[src/rtl/afg_pkg.sv]
// Shared types and default widths for the arbitrary function generator
// address path.
package afg_pkg;

    typedef enum logic {
        IDLE = 1'b0,
        RUN  = 1'b1
    } state_t;

    localparam int ACC_W_DEF  = 32;
    localparam int ADDR_W_DEF = 10;
    localparam int CNT_W_DEF  = 16;

    // A burst length of zero selects gate-controlled continuous running.
    localparam int BURST_CONTINUOUS = 0;

endpackage

[src/rtl/burst_addr_gen_if.sv]
// Control/status bundle between the gating logic and the waveform address
// generator.
interface burst_addr_gen_if
    import afg_pkg::*;
#(
    parameter int ACC_W  = ACC_W_DEF,
    parameter int ADDR_W = ADDR_W_DEF,
    parameter int CNT_W  = CNT_W_DEF
) ();

    logic              Gate_in;
    logic              Trig;
    logic              Abort;
    logic [ACC_W-1:0]  FTW;
    logic [CNT_W-1:0]  Burst_len;
    logic [ADDR_W-1:0] Addr_out;
    logic              BA_Carry_out;
    logic              Active;
    logic              Burst_done;

    modport master (
        output Gate_in, Trig, Abort, FTW, Burst_len,
        input  Addr_out, BA_Carry_out, Active, Burst_done
    );

    modport slave (
        input  Gate_in, Trig, Abort, FTW, Burst_len,
        output Addr_out, BA_Carry_out, Active, Burst_done
    );

endinterface

[src/rtl/phase_accum.sv]
// Phase accumulator with a registered carry flag that marks each period
// wrap.
module phase_accum
    import afg_pkg::*;
#(
    parameter int ACC_W = ACC_W_DEF
) (
    input  logic             Clock,
    input  logic             Reset,
    input  logic             clr,
    input  logic             en,
    input  logic [ACC_W-1:0] FTW,
    output logic [ACC_W-1:0] acc,
    output logic             wrap
);

    logic [ACC_W-1:0] acc_q;
    logic             wrap_q;
    logic [ACC_W:0]   sum;

    assign sum = {1'b0, acc_q} + {1'b0, FTW};

    // A clear still lets the carry through so a period-ending wrap is
    // reported on the same edge that zeroes the phase.
    always_ff @(posedge Clock or posedge Reset) begin
        if (Reset) begin
            acc_q  <= '0;
            wrap_q <= 1'b0;
        end else begin
            wrap_q <= en & sum[ACC_W];
            if (clr) begin
                acc_q <= '0;
            end else if (en) begin
                acc_q <= sum[ACC_W-1:0];
            end
        end
    end

    assign acc  = acc_q;
    assign wrap = wrap_q;

endmodule

[src/rtl/burst_addr_gen.sv]
// Waveform RAM address generator: runs the phase accumulator while gated or
// for a fixed number of periods after a trigger.
module burst_addr_gen
    import afg_pkg::*;
#(
    parameter int ACC_W  = ACC_W_DEF,
    parameter int ADDR_W = ADDR_W_DEF,
    parameter int CNT_W  = CNT_W_DEF
) (
    input  logic             Clock,
    input  logic             Reset,
    burst_addr_gen_if.slave  bus
);

    state_t           state_q, state_d;
    logic [CNT_W-1:0] cnt_q, cnt_d;
    logic [CNT_W-1:0] len_q, len_d;
    logic             done_q, done_d;

    logic             accClr;
    logic             accEn;
    logic [ACC_W-1:0] acc;
    logic             wrap;
    logic [ACC_W:0]   sumPeek;
    logic             wrapNow;
    logic             burstMode;
    logic             lastPeriod;

    phase_accum #(
        .ACC_W (ACC_W)
    ) u_accum (
        .Clock (Clock),
        .Reset (Reset),
        .clr   (accClr),
        .en    (accEn),
        .FTW   (bus.FTW),
        .acc   (acc),
        .wrap  (wrap)
    );

    // Look ahead at the carry the accumulator is about to register.
    assign sumPeek    = {1'b0, acc} + {1'b0, bus.FTW};
    assign wrapNow    = sumPeek[ACC_W];
    assign burstMode  = (len_q != CNT_W'(BURST_CONTINUOUS));
    assign lastPeriod = (cnt_q == (len_q - CNT_W'(1)));

    always_ff @(posedge Clock or posedge Reset) begin
        if (Reset) begin
            state_q <= IDLE;
            cnt_q   <= '0;
            len_q   <= '0;
            done_q  <= 1'b0;
        end else begin
            state_q <= state_d;
            cnt_q   <= cnt_d;
            len_q   <= len_d;
            done_q  <= done_d;
        end
    end

    always_comb begin
        state_d = state_q;
        cnt_d   = cnt_q;
        len_d   = len_q;
        done_d  = 1'b0;
        accClr  = 1'b0;
        accEn   = 1'b0;

        if (bus.Abort) begin
            state_d = IDLE;
            cnt_d   = '0;
            accClr  = 1'b1;
        end else begin
            unique case (state_q)
                IDLE: begin
                    accClr = 1'b1;
                    if (bus.Trig || bus.Gate_in) begin
                        state_d = RUN;
                        len_d   = bus.Burst_len;
                        cnt_d   = '0;
                    end
                end
                RUN: begin
                    accEn = 1'b1;
                    // Stopping is only ever decided on a wrap edge, so a
                    // period is never cut short by the gate.
                    if (wrapNow) begin
                        if (!burstMode) begin
                            if (!bus.Gate_in) begin
                                state_d = IDLE;
                                accClr  = 1'b1;
                            end
                        end else if (lastPeriod) begin
                            state_d = IDLE;
                            accClr  = 1'b1;
                            done_d  = 1'b1;
                            cnt_d   = '0;
                        end else begin
                            cnt_d = cnt_q + CNT_W'(1);
                        end
                    end
                end
                default: begin
                    state_d = IDLE;
                    accClr  = 1'b1;
                end
            endcase
        end
    end

    assign bus.Addr_out     = acc[ACC_W-1 -: ADDR_W];
    assign bus.BA_Carry_out = wrap;
    assign bus.Active       = (state_q == RUN);
    assign bus.Burst_done   = done_q;

endmodule

[src/flat_wrapper.sv]
// flat-port wrapper written by rule: the top's interface ports become plain ports
module burst_addr_gen_flat import afg_pkg::*;
#(
    parameter int ACC_W  = ACC_W_DEF,
    parameter int ADDR_W = ADDR_W_DEF,
    parameter int CNT_W  = CNT_W_DEF
)
  (Clock, Reset, bus_Gate_in, bus_Trig, bus_Abort, bus_FTW, bus_Burst_len, bus_Addr_out, bus_BA_Carry_out, bus_Active, bus_Burst_done);
  burst_addr_gen_if #(.ACC_W(ACC_W), .ADDR_W(ADDR_W), .CNT_W(CNT_W)) bus_i ();
  input  logic Clock;
  input  logic Reset;
  input wire logic [$bits(bus_i.Gate_in)-1:0] bus_Gate_in;
  input wire logic [$bits(bus_i.Trig)-1:0] bus_Trig;
  input wire logic [$bits(bus_i.Abort)-1:0] bus_Abort;
  input wire logic [$bits(bus_i.FTW)-1:0] bus_FTW;
  input wire logic [$bits(bus_i.Burst_len)-1:0] bus_Burst_len;
  output wire logic [$bits(bus_i.Addr_out)-1:0] bus_Addr_out;
  output wire logic [$bits(bus_i.BA_Carry_out)-1:0] bus_BA_Carry_out;
  output wire logic [$bits(bus_i.Active)-1:0] bus_Active;
  output wire logic [$bits(bus_i.Burst_done)-1:0] bus_Burst_done;
  assign bus_i.Gate_in = bus_Gate_in;
  assign bus_i.Trig = bus_Trig;
  assign bus_i.Abort = bus_Abort;
  assign bus_i.FTW = bus_FTW;
  assign bus_i.Burst_len = bus_Burst_len;
  assign bus_Addr_out = bus_i.Addr_out;
  assign bus_BA_Carry_out = bus_i.BA_Carry_out;
  assign bus_Active = bus_i.Active;
  assign bus_Burst_done = bus_i.Burst_done;
  burst_addr_gen #(.ACC_W(ACC_W), .ADDR_W(ADDR_W), .CNT_W(CNT_W)) u_core (.Clock(Clock), .Reset(Reset), .bus(bus_i));
endmodule
[config.mk]
export PLATFORM = sky130hd
export DESIGN_NAME = burst_addr_gen_flat
export DESIGN_NICKNAME = d
export VERILOG_FILES = /design/src/rtl/afg_pkg.sv /design/src/rtl/burst_addr_gen_if.sv /design/src/rtl/phase_accum.sv /design/src/rtl/burst_addr_gen.sv /design/src/flat_wrapper.sv
export SDC_FILE = /design/constraint.sdc
export NUM_CORES = 1
export LEC_CHECK = 0
export ABC_AREA = 1
export BUFFER_PORTS_ARGS = -buffer_cell sky130_fd_sc_hd__buf_4
export CAP_MARGIN = 15
export CELL_PAD_IN_SITES_DETAIL_PLACEMENT = 1
export CELL_PAD_IN_SITES_GLOBAL_PLACEMENT = 1
export CORE_MARGIN = 2
export CORE_UTILIZATION = 39
export DETAILED_ROUTE_END_ITERATION = 10
export PLACE_DENSITY = 0.9
export SYNTH_ARGS = -nofsm -noshare
export SYNTH_HDL_FRONTEND = slang
export SYNTH_HIERARCHICAL = 1
export SYNTH_SLANG_ARGS = --single-unit
[constraint.sdc]
create_clock -name Clock -period 2.1 [get_ports Clock]
set_input_delay 0.105 -clock Clock [delete_from_list [all_inputs] [get_ports Clock]]
set_output_delay 0.105 -clock Clock [all_outputs]
set_load 0.02 [all_outputs]
Word level (Yosys, flattened, before mapping)
Index checks and enable logic that the tools add are counted.
{ "op_classes": {"n_mux": 27, "multipliers": 0, "order_cmp": 0, "n_addsub": 3, "bitwise": 3, "eq_ne": 4, "n_div": 0, "shifts": 0, "n_reduce_logical": 5} }
{ "op_table": {"columns": ["cell", "n"], "rows": [
  ["16-bit 2-to-1 mux", 5],
  ["32-bit 2-to-1 mux", 2],
  ["32-bit by 32-bit adder with 33-bit output", 1],
  ["16-bit one-hot mux with 2 select lines", 1],
  ["1-bit 2-to-1 mux", 17],
  ["16-bit by 1-bit adder with 16-bit output, second input constant", 1],
  ["16-bit == test", 1],
  ["16-bit nonzero test", 1],
  ["16-bit by 1-bit subtractor with 16-bit output, second input constant", 1],
  ["3-bit inequality test, second input constant", 2],
  ["3-bit AND reduction", 2],
  ["1-bit one-hot mux with 2 select lines", 2],
  ["3-bit by 2-bit inequality test with 1-bit output, second input constant", 1],
  ["1-bit NOT", 2],
  ["2-bit nonzero test", 1],
  ["1-bit AND", 1],
  ["1-bit logical OR", 1]
]} }
{ "totals": {"inputBits": 53, "output_inout_bits": 13, "latch_bits": 0, "ram_bits": 0, "mem_count": 0, "rom_bits": 0, "ff_bits": 67, "elab_cells": 48} }

Longest topological paths before layout
Gate-level depths: netlist of run 1.
{ "logic_depth": {"ltp_word": 8, "ltp_mapped": 22} }

Cells and area by module
Netlist of run 1, hierarchy kept.
{ "by_module_without_submodules": {"columns": ["module", "instances", "area_per_inst_um2", "cells_per_inst", "seq_area_each_um2"], "rows": [
  ["phase_accum", 1, 3718.6, 635, 825.8],
  ["burst_addr_gen", 1, 3260.6, 485, 850.8]
]} }

Worst setup path before layout of run 1
OpenSTA, ideal clock, no wires.
{ "synth_path": {"path_kind": "register to register", "from": "register u_core.u_accum.acc_q[25], in the netlist u_core/u_accum/acc[25]", "to": "register u_core.u_accum.acc_q[10], in the netlist u_core/u_accum/acc[10]", "setup_ns": 0.066, "path_buffers": 1, "synth_period_minus_slack_ns": 2.387, "path_stages_with_launch": 15, "slack_ns": -0.287, "arrival_ns": 2.322, "required_ns": 2.034, "path_cell_list": "dfrtp_1 > ha_1 > a21oi_1 > o21ai_0 > a21oi_1 > a21boi_0 > nand2_1 > nand2_1 > nand3_1 > nand2_1 > inv_1 > nor2_1 > clkbuf_1 > nand2_1 > nand2_1"} }
{ "synth_between": {"elab_chain_len": 5, "word_cells_on_any_way": 6, "classes_between": "add/sub: 1; mux: 4; reduce/logical: 1"} }
{ "synth_rtl": {"columns": ["item", "line", "rtl"], "rows": [
  ["start: declaration", "phase_accum.sv:17", "logic [ACC_W-1:0] acc_q;"],
  ["start signal: assignment", "phase_accum.sv:34", "acc_q <= sum[ACC_W-1:0];"],
  ["32-bit by 32-bit adder with 33-bit output (*)", "burst_addr_gen.sv:42", "assign sumPeek = {1'b0, acc} + {1'b0, bus.FTW};"],
  ["1-bit 2-to-1 mux (*)", "burst_addr_gen.sv:87", "if (wrapNow) begin"],
  ["1-bit one-hot mux with 2 select lines (*)", "burst_addr_gen.sv:74", "unique case (state_q)"],
  ["1-bit 2-to-1 mux (*)", "burst_addr_gen.sv:69", "if (bus.Abort) begin"],
  ["named net u_core.accClr", "burst_addr_gen.sv:20", "logic accClr;"],
  ["32-bit 2-to-1 mux / 2-bit nonzero test (equally long branches)", null, null]
]} }
Mark *: on every way through the listed nets, which the timed path passes. The rest lies on a longest branch.
A chain may end at the register's enable or synchronous reset.

Worst setup path in the final report of run 1
{ "layout_path": {"from": "register u_core.len_q[5]", "to": "register u_core.u_accum.acc_q[15], in the netlist u_core/u_accum/acc[15]"} }
{ "layout_between": {"elab_chain_len": 8, "word_cells_on_any_way": 10, "classes_between": "add/sub: 1; eq/ne: 1; mux: 6; reduce/logical: 2"} }
{ "layout_rtl": {"columns": ["item", "line", "rtl"], "rows": [
  ["start: declaration", "burst_addr_gen.sv:17", "logic [CNT_W-1:0] len_q, len_d;"],
  ["start signal: assignment", "burst_addr_gen.sv:56", "len_q <= len_d;"],
  ["16-bit by 1-bit subtractor with 16-bit output", "burst_addr_gen.sv:45", "assign lastPeriod = (cnt_q == (len_q - CNT_W'(1)));"],
  ["16-bit == test", "burst_addr_gen.sv:45", null],
  ["1-bit 2-to-1 mux", "burst_addr_gen.sv:93", "end else if (lastPeriod) begin"],
  ["1-bit 2-to-1 mux (*)", "burst_addr_gen.sv:88", "if (!burstMode) begin"],
  ["1-bit 2-to-1 mux (*)", "burst_addr_gen.sv:87", null],
  ["1-bit one-hot mux with 2 select lines (*)", "burst_addr_gen.sv:74", null],
  ["1-bit 2-to-1 mux (*)", "burst_addr_gen.sv:69", null],
  ["named net u_core.accClr", "burst_addr_gen.sv:20", null],
  ["32-bit 2-to-1 mux / 2-bit nonzero test (equally long branches)", null, null]
]} }
Marked as above.

==> results_dict.tcl, run 1 <==
set metrics [dict create \
    drtIter0Drc 1221 \
    drt_pre_antenna_iters 6 \
    fp.dieH_um 137.8 \
    finalPower_w 0.01351 \
    layout_min_cycle_time_ns 2.937 \
    clk_path_buf_depth 2 \
    path_class "reg -> reg" \
    io_buffers 65 \
    worst_pin_slew_ns 0.5618 \
    grtUsageTotal_pct 39.38 \
    rsz0062_at_grt "true" \
    synth.area.mux_share_pct 1.291 \
    setup_violations 51 \
    core_area_mm2 0.01742 \
    die_w_um 137.8 \
    p_leak_nw 5.840 \
    hp-class "in -> reg" \
    clock_skew_ns 0.01874 \
    synth_adder_area_share_pct 11.94 \
    avgSynthCellArea_um2 6.231 \
    synth-edff-count 0 \
    grt_max_degree 35 \
    vias 10180 \
    crit_path_end_kind "register" \
    violations "negative setup slack" \
    grt_pass1_vias 10260 \
    cts_made_buffers 9 \
    place_congestion 0.9577 \
    synthTopCellsByCount "423 x nand2_1, 174 x inv_1, 90 x nor2_1" \
    dpl_worst_slack_ns -0.6610 \
    start_kind "register" \
    drive_above_1_share_pct 37.13 \
    cp.arrival_ns 3.17 \
    yosysWarnings 6 \
    grt_antenna_before_repair 2 \
    synth_fp_nets 1239 \
    fmax_mhz 340.4 \
    synth-compound-area-share_pct 7.386 \
    synth_xor_area_share_pct 2.384 \
    fillers 2282 \
    setup_slack_ns -0.8373 \
    slew_headroom_pct 62.55 \
    dp_cells 1548 \
    cp_max_fo 6 \
    p_per_area_mw_per_mm2 1295 \
    syn_to_final_growth_pct 49.46 \
    drc 0 \
    drt-total-wl_mm 44.17 \
    dpl.hpwl_mm 22.37 \
    grt_pass1_wl_mm 56.38 \
    synthArstFlopShare_pct 100.0 \
    final_util_pct 59.89 \
    cp_num_buf_inv 4 \
    ys.flop_type "dfrtp_1" \
    cts_tree "done" \
    yosysMostFrequentCell "nand2_1" \
    irDropWorstVdd_uv 703.4 \
    wire_per_inst_um 27.52 \
    htree_levels 3 \
    rows 48 \
    yosysUniqueCellTypes 42 \
    grt_overflow 0 \
    crit_path_top_delay_cell "dfrtp_2" \
    design.die.area_mm2 0.01898 \
    critPathMaxStageDelay_ns 0.44 \
    io_pins 66 \
    synthCells 1120 \
    yosys-top-cells-area "dfrtp_1 24%, nand2_1 23%, ha_1 12%" \
    instances_no_fill 1605 \
    fin_hold_ws_ns 0.001628 \
    floorplan.initialDensity_pct 40.07 \
    yosys.area.top_type "dfrtp_1" \
    clk_pin_slew_ns 0.07 \
    syn-cell-area_mm2 0.006979 \
    yosysTopAreaCellShare_pct 24.02 \
    yosys.area_share.simple_pct 42.18 \
    hold_viol 0 \
    clock_sinks 67 \
    detail_route.vias_per_cell 6.343 \
    antenna_left 0 \
    status "complete, but fails checks" \
    fin_nets 1493 \
    fin_crit_sh_pct 139.9 \
    synth-seq-cells 67 \
    clkLatencyLatePin_ns 0.38 \
    cap_violations 0 \
    crit_family "simple AND/OR/NAND/NOR gates" \
    ys_seq_area_share_pct 24.02 \
    required_ns 2.33 \
    cts-root-buf "clkbuf_16" \
    path_cells "buf_12 -> nor2_2 -> nand3_4 -> nor2_2 -> nand2_1 -> nand2_1 -> nand2_2 -> nor2_4 -> nand3_2 -> nor2_4 -> nor2_2 -> nand2_2 -> nand2_2 -> inv_4 -> nor2_4 -> inv_4 -> buf_12 -> a21oi_2 -> o21ai_1 -> nand2_1" \
    synth_top_family_by_area "simple AND/OR/NAND/NOR gates" \
    final_max_slew_viol_count 0 \
]
final cells by class:
class	instances	area, µm²	area share [%]
clock inverters	5	107.6	1.032
diodes	1	2.502	0.02399
flip-flops and latches	67	1689	16.19
multi-input cells	859	5334	51.13
inverters	184	699.4	6.705
well taps	225	281.5	2.699
clock buffers	11	252.7	2.423
repair buffers	253	2064	19.79
state kept, by name (all words and copies together) (netlist names):
name and flops:
u_core/bus.Active 1, u_core/bus.Burst_done 1, u_core/cnt_q 16, u_core/u_accum/acc 32, u_core/u_accum/wrap 1, u_core/len_q 16
worst paths after layout:
| check | startpoint | end | slack (ns) | cells past startpoint |
|---|---|---|---|---|
| min reg2reg | u_core/len_q[13] | u_core/len_q[13] | 0.60 | 1 |
| max in group asynchronous | Reset | u_core/u_accum/acc[5] | 1.23 | 4 |
| max reg2reg | u_core/len_q[5] | u_core/u_accum/acc[15] | -0.84 | 20 |
| min in group asynchronous | Reset | u_core/bus.Burst_done | 0.43 | 4 |
| max | u_core/len_q[5] | u_core/u_accum/acc[15] | -0.84 | 20 |
| min | bus_Burst_len[6] | u_core/len_q[6] | 0.002 | 3 |
worst reg2reg max path, cell delays in order, from the launching register on:
cell,delay (ns)
dfrtp_2,0.44
buf_12,0.14
nor2_2,0.19
nand3_4,0.15
nor2_2,0.19
nand2_1,0.13
nand2_1,0.13
nand2_2,0.08
nor2_4,0.14
nand3_2,0.13
nor2_4,0.18
nor2_2,0.08
nand2_2,0.09
nand2_2,0.08
inv_4,0.09
nor2_4,0.05
inv_4,0.09
buf_12,0.14
a21oi_2,0.04
o21ai_1,0.10
nand2_1,0.12
cell usage in the layout (no fill, tap or decap), drive strengths merged, types with 3 or more instances in the layout:
master | synthesis | final
a21oi | 55 | 55
buf | 2 | 245
bufinv | 0 | 3
clkbuf | 8 | 11
dfrtp | 67 | 67
dlygate4sd3 | 0 | 8
ha | 65 | 65
inv | 184 | 184
mux2 | 8 | 8
nand2 | 450 | 450
nand3 | 82 | 82
nand3b | 7 | 7
nand4 | 10 | 10
nor2 | 106 | 106
nor3 | 12 | 12
o21ai | 27 | 27
o21bai | 4 | 4
o31ai | 3 | 3
or2 | 3 | 3
xnor2 | 9 | 9
xor2 | 10 | 10
logic make-up after synthesis:
logic type      Yosys count
xor+xnor                 19
simple gates            672
mux                       8
fa+ha+maj                66
buf+inv                 194
flops                    67
compound gates           94
through the flow:
step                      TNS [ns]  cell area (µm²)
after floorplan             -2.358             7118
after global placement      -10.15             8931
after detailed placement    -19.75             8931
after CTS                   -14.99             9824
after global routing        -33.91            10430
final                       -31.81            10430
per-layer routing:
| layer | track usage (%) | routed length [µm] |
|---|---|---|
| met1 | 44.94 | 15450 |
| met2 | 66.47 | 19410 |
| met3 | 7.432 | 4483 |
| met4 | 27.15 | 4804 |
| met5 | 0 | 11 |
where the power goes:
| group | total, W | internal, W | switching, W | leakage (nW) |
|---|---|---|---|---|
| logic | 0.00928 | 0.00342 | 0.00586 | 4.80 |
| registers | 0.00222 | 0.00170 | 0.000519 | 0.866 |
| clock network | 0.00201 | 0.00123 | 0.000775 | 0.176 |
| total | 0.0135 | 0.00635 | 0.00716 | 5.84 |
what timing repair did:
item | 4_1_cts | 5_1_grt
pin swaps | 36 | 51
gates cloned | 1 | 0
hold buffers | 8 | 0
buffers inserted | 17 | 16
resized for setup | 80 | 132
setup endpoints to repair | 51 | 51
endpoints found under the hold margin | 74 | 0
(Power assumes the default switching activity.)
==> inputs of run 2 (changes only) <==
- SKIP_LAST_GASP: default -> 1
==> run 2 against run 1 <==
Net effect: the run still ends with negative setup slack left; combinational power shrank 1%; global-route usage is the same; critical path type unchanged; fmax shrank 4.2%; critical endpoint unchanged; clock power is essentially flat; highest routed layer unchanged; via count is essentially flat; final area shrank 0.79%.
==> results_dict.tcl, run 2 (synthesized netlist as in run 1, its figures left out) <==
set metrics [dict create \
    fin_crit_sh_pct 145.9 \
    slew_headroom_pct 47.77 \
    irDropWorstVdd_uv 684.1 \
    layout_common_cells "384 x nand2_1, 227 x buf_4, 165 x inv_1" \
    grt_overflow 0 \
    cp.arrival_ns 3.30 \
    dpl_worst_slack_ns -0.6610 \
    r2r-end "u_core/u_accum/acc[15]" \
    p_leak_nw 5.813 \
    clkLatencyLatePin_ns 0.39 \
    dpl.hpwl_mm 22.37 \
    io_pins 66 \
    layout_min_cycle_time_ns 3.065 \
    clk_pin_slew_ns 0.08 \
    cts_tree "done" \
    fmax_mhz 326.3 \
    vias 10170 \
    drt_pre_antenna_iters 5 \
    cp_max_fo 6 \
    clock_skew_ns 0.01806 \
    met2_usage_pct 66.47 \
    place_congestion 0.9577 \
    r2r_start "u_core/u_accum/acc[18]" \
    grt_antenna_before_repair 2 \
    met1_usage_pct 44.94 \
    final_util_pct 59.42 \
    detail_route.vias_per_cell 6.338 \
    reg2regPathDepth 18 \
    required_ns 2.34 \
    cts-root-buf "clkbuf_16" \
    htree_levels 3 \
    crit_path_end "u_core/u_accum/acc[15]" \
    drtIter0Drc 1192 \
    fp.dieH_um 137.8 \
    path_class "reg -> reg" \
    drive_above_1_share_pct 35.97 \
    drt-total-wl_mm 44.24 \
    grtUsageTotal_pct 39.38 \
    drc 0 \
    rows 48 \
    hp-start "bus_Burst_len[7]" \
    rsz0062_at_grt "true" \
    status "complete, but fails checks" \
    wire_per_inst_um 27.57 \
    hold_viol 0 \
    fin_tns_setup_ns -35.03 \
    r2r_setup_slack_ns -0.96 \
    placed_area_mm2 0.008931 \
    p_per_area_mw_per_mm2 1298 \
    cts_made_buffers 9 \
    final_common_cell "nand2_1" \
    grt_pass1_vias 10260 \
    critPathLaunch "u_core/u_accum/acc[18]" \
    fin_nets 1493 \
    core_area_mm2 0.01742 \
    grt_pass1_wl_mm 56.38 \
    busiest_layer "met2" \
    hp-class "in -> reg" \
    syn_to_final_growth_pct 48.28 \
    die_w_um 137.8 \
    design.die.area_mm2 0.01898 \
    antenna_left 0 \
    start_kind "register" \
    largest_register_ffs 32 \
    clk_path_buf_depth 2 \
    clock_sinks 67 \
    setup_slack_ns -0.9647 \
    final_cell_area_mm2 0.01035 \
    worst_pin_slew_ns 0.7775 \
    floorplan.initialDensity_pct 40.07 \
    setup_violations 51 \
    use_met3_pct 7.432 \
    grt_max_degree 35 \
    cap_violations 0 \
    final_max_slew_viol_count 0 \
    crit_path_end_kind "register" \
    violations "negative setup slack" \
    io_buffers 65 \
    fin_hold_ws_ns 0.01232 \
]
[run 2: how the worst min path moves through the flow]
stage / slack, ns / cells past startpoint / endpoint
3_3_place_gp: 0.26 / 3 / u_core/cnt_q[2]
6_report: 0.01 / 3 / u_core/len_q[7]
5_1_grt: 0.01 / 3 / u_core/len_q[7]
4_1_cts: 0.002 / 3 / u_core/len_q[6]
3_5_place_dp: 0.27 / 3 / u_core/cnt_q[2]
2_1_floorplan: 0.23 / 1 / u_core/u_accum/acc[0]
[run 2: what timing repair did]
item	in CTS	in global routing
buffers inserted	17	16
endpoints found under the hold margin	74	0
cloned	1	0
endpoints found under the setup margin	51	51
hold buffers	8	0
pin swaps	36	49
gates resized for setup	80	105
[run 2: layer usage]
| layer | part of all wire, % | vias to the layer above |
|---|---|---|
| met2 | 44 | 951 |
| met1 | 35 | 4816 |
| met4 | 9.6 | 4 |
| li1 | - | 4005 |
| met3 | 11 | 397 |
| met5 | 0.061 | - |
[run 2: critical path, cell delays in order (launching register included)]
cell and delay (ns):
dfrtp_1 0.41, ha_1 0.32, nand2_1 0.11, buf_4 0.15, inv_1 0.05, nand4_1 0.35, nor2_1 0.26, nand2_2 0.10
nand2_2 0.10, nand2_2 0.08, nand3_2 0.09, nand2_1 0.11, inv_2 0.15, nor2_4 0.07, inv_4 0.09, buf_12 0.14
a21oi_2 0.04, o21ai_1 0.15, nand2_1 0.13
[run 2: power breakdown]
| part | internal, W | switching, W | leakage (nW) |
|---|---|---|---|
| sequential | 0.00170 | 0.000546 | 0.866 |
| clock | 0.00123 | 0.000760 | 0.176 |
| combinational | 0.00337 | 0.00582 | 4.77 |
[run 2: final cells by class]
type / instances / area [µm²]
diodes: 1 / 2.502
clock buffers: 11 / 252.7
clock inverters: 5 / 107.6
fillers: 2307 / 7068
inverters: 184 / 696.9
multi-input cells: 859 / 5276
flip-flops and latches: 67 / 1689
well taps: 225 / 281.5
repair buffers: 253 / 2042
[run 2: through the flow]
stage / power, W / cells
after detailed placement: 0.008720 / 1548
after floorplan: 0.005909 / 1120
after global routing: 0.01377 / 1605
after global placement: 0.008231 / 1548
after CTS: 0.01140 / 1590
final: 0.01343 / 1605
==> inputs of run 3 (changes only) <==
- CORE_UTILIZATION: 39 -> 46
- PLACE_DENSITY: 0.9 -> 0.95
- clock period: 2.1 -> 4 ns (I/O delays scaled with it)
==> run 3 against run 2 <==
Net effect: the run now ends clean; die area is 15% lower; worst setup slack better by 1.5 ns; sequential share of layout area is 4.7 points higher; sequential power is 49% lower; clock skew is 0.012 ns lower; utilization is 6.3 points lower; register-to-register slack better by 1.5 ns; clock power is 59% lower.
==> results_dict.tcl, run 3 (synthesized netlist as in run 1, its figures left out) <==
set metrics [dict create \
    status "finished, final reports clean" \
    switching_share_pct 51.58 \
    setup_violations 0 \
    cts-root-buf "clkbuf_16" \
    cts_resized 0 \
    io_pins 66 \
    cts_setup_buffers 0 \
    diodes 0 \
    final_common_cell "nand2_1" \
    r2r_setup_slack_ns 0.56 \
    fmax_mhz 290.6 \
    final_max_slew_viol_count 0 \
    crit_path_end_kind "register" \
    grt_pass1_wl_mm 38.78 \
    syn_to_final_growth_pct 14.47 \
    die_w_um 127.2 \
    p_switching_w 0.002438 \
    cts_tree "done" \
    cts_made_buffers 9 \
    htree_levels 3 \
    path_class "reg -> reg" \
    place_congestion 0.9695 \
    vias 7548 \
    clk_path_buf_depth 2 \
    clock_sinks 67 \
    largest_register_ffs 32 \
    clkLatencyLatePin_ns 0.35 \
    drive_above_1_share_pct 13.87 \
    ctsHoldBuffers 1 \
    final_cell_area_mm2 0.007989 \
    hold_viol 0 \
    detail_route.vias_per_cell 5.450 \
    grt_max_degree 35 \
    wl_met3_um 809 \
    layout_min_cycle_time_ns 3.441 \
    drt_pre_antenna_iters 5 \
    clkPwrFrac_pct 17.4 \
    drc 0 \
    core_area_mm2 0.01503 \
    drt-total-wl_mm 23.43 \
    p_per_area_mw_per_mm2 591.5 \
    fin_tns_setup_ns 0 \
    fin_crit_sh_pct 86.02 \
    slew_headroom_pct 20.96 \
    required_ns 4.29 \
    dpl.hpwl_mm 18.06 \
    layout_common_cells "423 x nand2_1, 174 x inv_1, 89 x nor2_1" \
    irDropWorstVdd_uv 275.9 \
    start_kind "register" \
    rsz0062_at_grt "false" \
    wirelength_met1_mm 10.66 \
    worst_pin_slew_ns 1.185 \
    p_int_w 0.002288 \
    cp.arrival_ns 3.73 \
    placed_area_mm2 0.007684 \
    clock_skew_ns 0.005707 \
    clk_pin_slew_ns 0.06 \
    cap_violations 0 \
    grt_antenna_before_repair 0 \
    fin_nets 1311 \
    floorplan.initialDensity_pct 46.43 \
    io_buffers 65 \
    rows 45 \
    drtIter0Drc 421 \
    p_leak_nw 4.714 \
    fp.dieH_um 127.2 \
    cp_max_fo 18 \
    top_layer_used "met4" \
    hp-class "in -> reg" \
    wl_met2_mm 11.43 \
    antenna_left 0 \
    seqPwrFrac_pct 24.4 \
    grtUsageTotal_pct 29.93 \
    design.die.area_mm2 0.01617 \
    grt_pass1_vias 7951 \
    wire_per_inst_um 16.91 \
    grt_overflow 0 \
    combPwrFrac_pct 58.3 \
]
-- run 3: cell count changes in the layout (fill, tap and decap cells not counted), sizes merged, moves of 2 or more --
cell	before	now
clkinv	1	5
bufinv	3	1
buf	245	70
dlygate4sd3	8	1
-- run 3: layer usage --
layer	vias up	track usage [%]
li1	3637	-
met1	3691	38.23
met2	178	52.40
met3	42	4.229
met4	0	9.567
met5	-	0
-- run 3: worst max-delay path, cell delays in order (launching register included) --
cell,delay [ns]
dfrtp_1,0.41
ha_1,0.31
a21oi_1,0.16
o21ai_0,0.11
nand2_1,0.10
nand3_1,0.12
a21boi_0,0.45
nand2_1,0.14
nand2_1,0.12
nand3_1,0.09
nand2_1,0.08
inv_1,0.08
nor2_1,0.22
buf_4,0.32
inv_1,0.27
a21oi_1,0.20
o21ai_0,0.12
nand2_1,0.07
-- run 3: power groups by stage --
stage	clock (W)	sequential [W]	combinational, W
3_3_place_gp	0	0.00114	0.00250
6_report	0.000821	0.00115	0.00275
3_5_place_dp	0	0.00115	0.00265
2_1_floorplan	0	0.00113	0.00187
4_1_cts	0.000836	0.00115	0.00271
5_1_grt	0.000865	0.00118	0.00305
-- run 3: cell type report --
type	instances	area (µm²)
Timing Repair Buffer	71	535.5
Tap cell	188	235.2
Clock inverter	6	66.31
Inverter	184	690.7
Clock buffer	10	229.0
Fill cell	2111	7044
Multi-Input combinational cell	859	4556
Sequential cell	67	1677
-- run 3: path summary, 6_finish.rpt --
kind                                             start                     end  depth (start not counted)
worst max-delay path            u_core/u_accum/acc[17]   u_core/u_accum/acc[9]                         17
worst min-delay path                 bus_Burst_len[13]        u_core/len_q[13]                          2
worst max register to register  u_core/u_accum/acc[17]   u_core/u_accum/acc[9]                         17
worst min register to register  u_core/u_accum/acc[12]  u_core/u_accum/acc[12]                          2
max in group asynchronous                        Reset  u_core/u_accum/acc[18]                          4
min in group asynchronous                        Reset         u_core/cnt_q[0]                          4
-- run 3: metrics by stage --
stage	utilization (%)	total power, W	std cells	worst slack (ns)	hold WS, ns
finish	53.14	0.004725	1385	0.5591	0.08409
global route	53.14	0.005100	1385	0.2975	0.07372
CTS	53.14	0.004697	1385	0.6328	0.07531
detailed placement	51.11	0.003802	1368	0.6979	0.3556
global placement	51.11	0.003638	1368	0.9473	0.3482
floorplan	-	0.002996	1120	1.613	0.3289
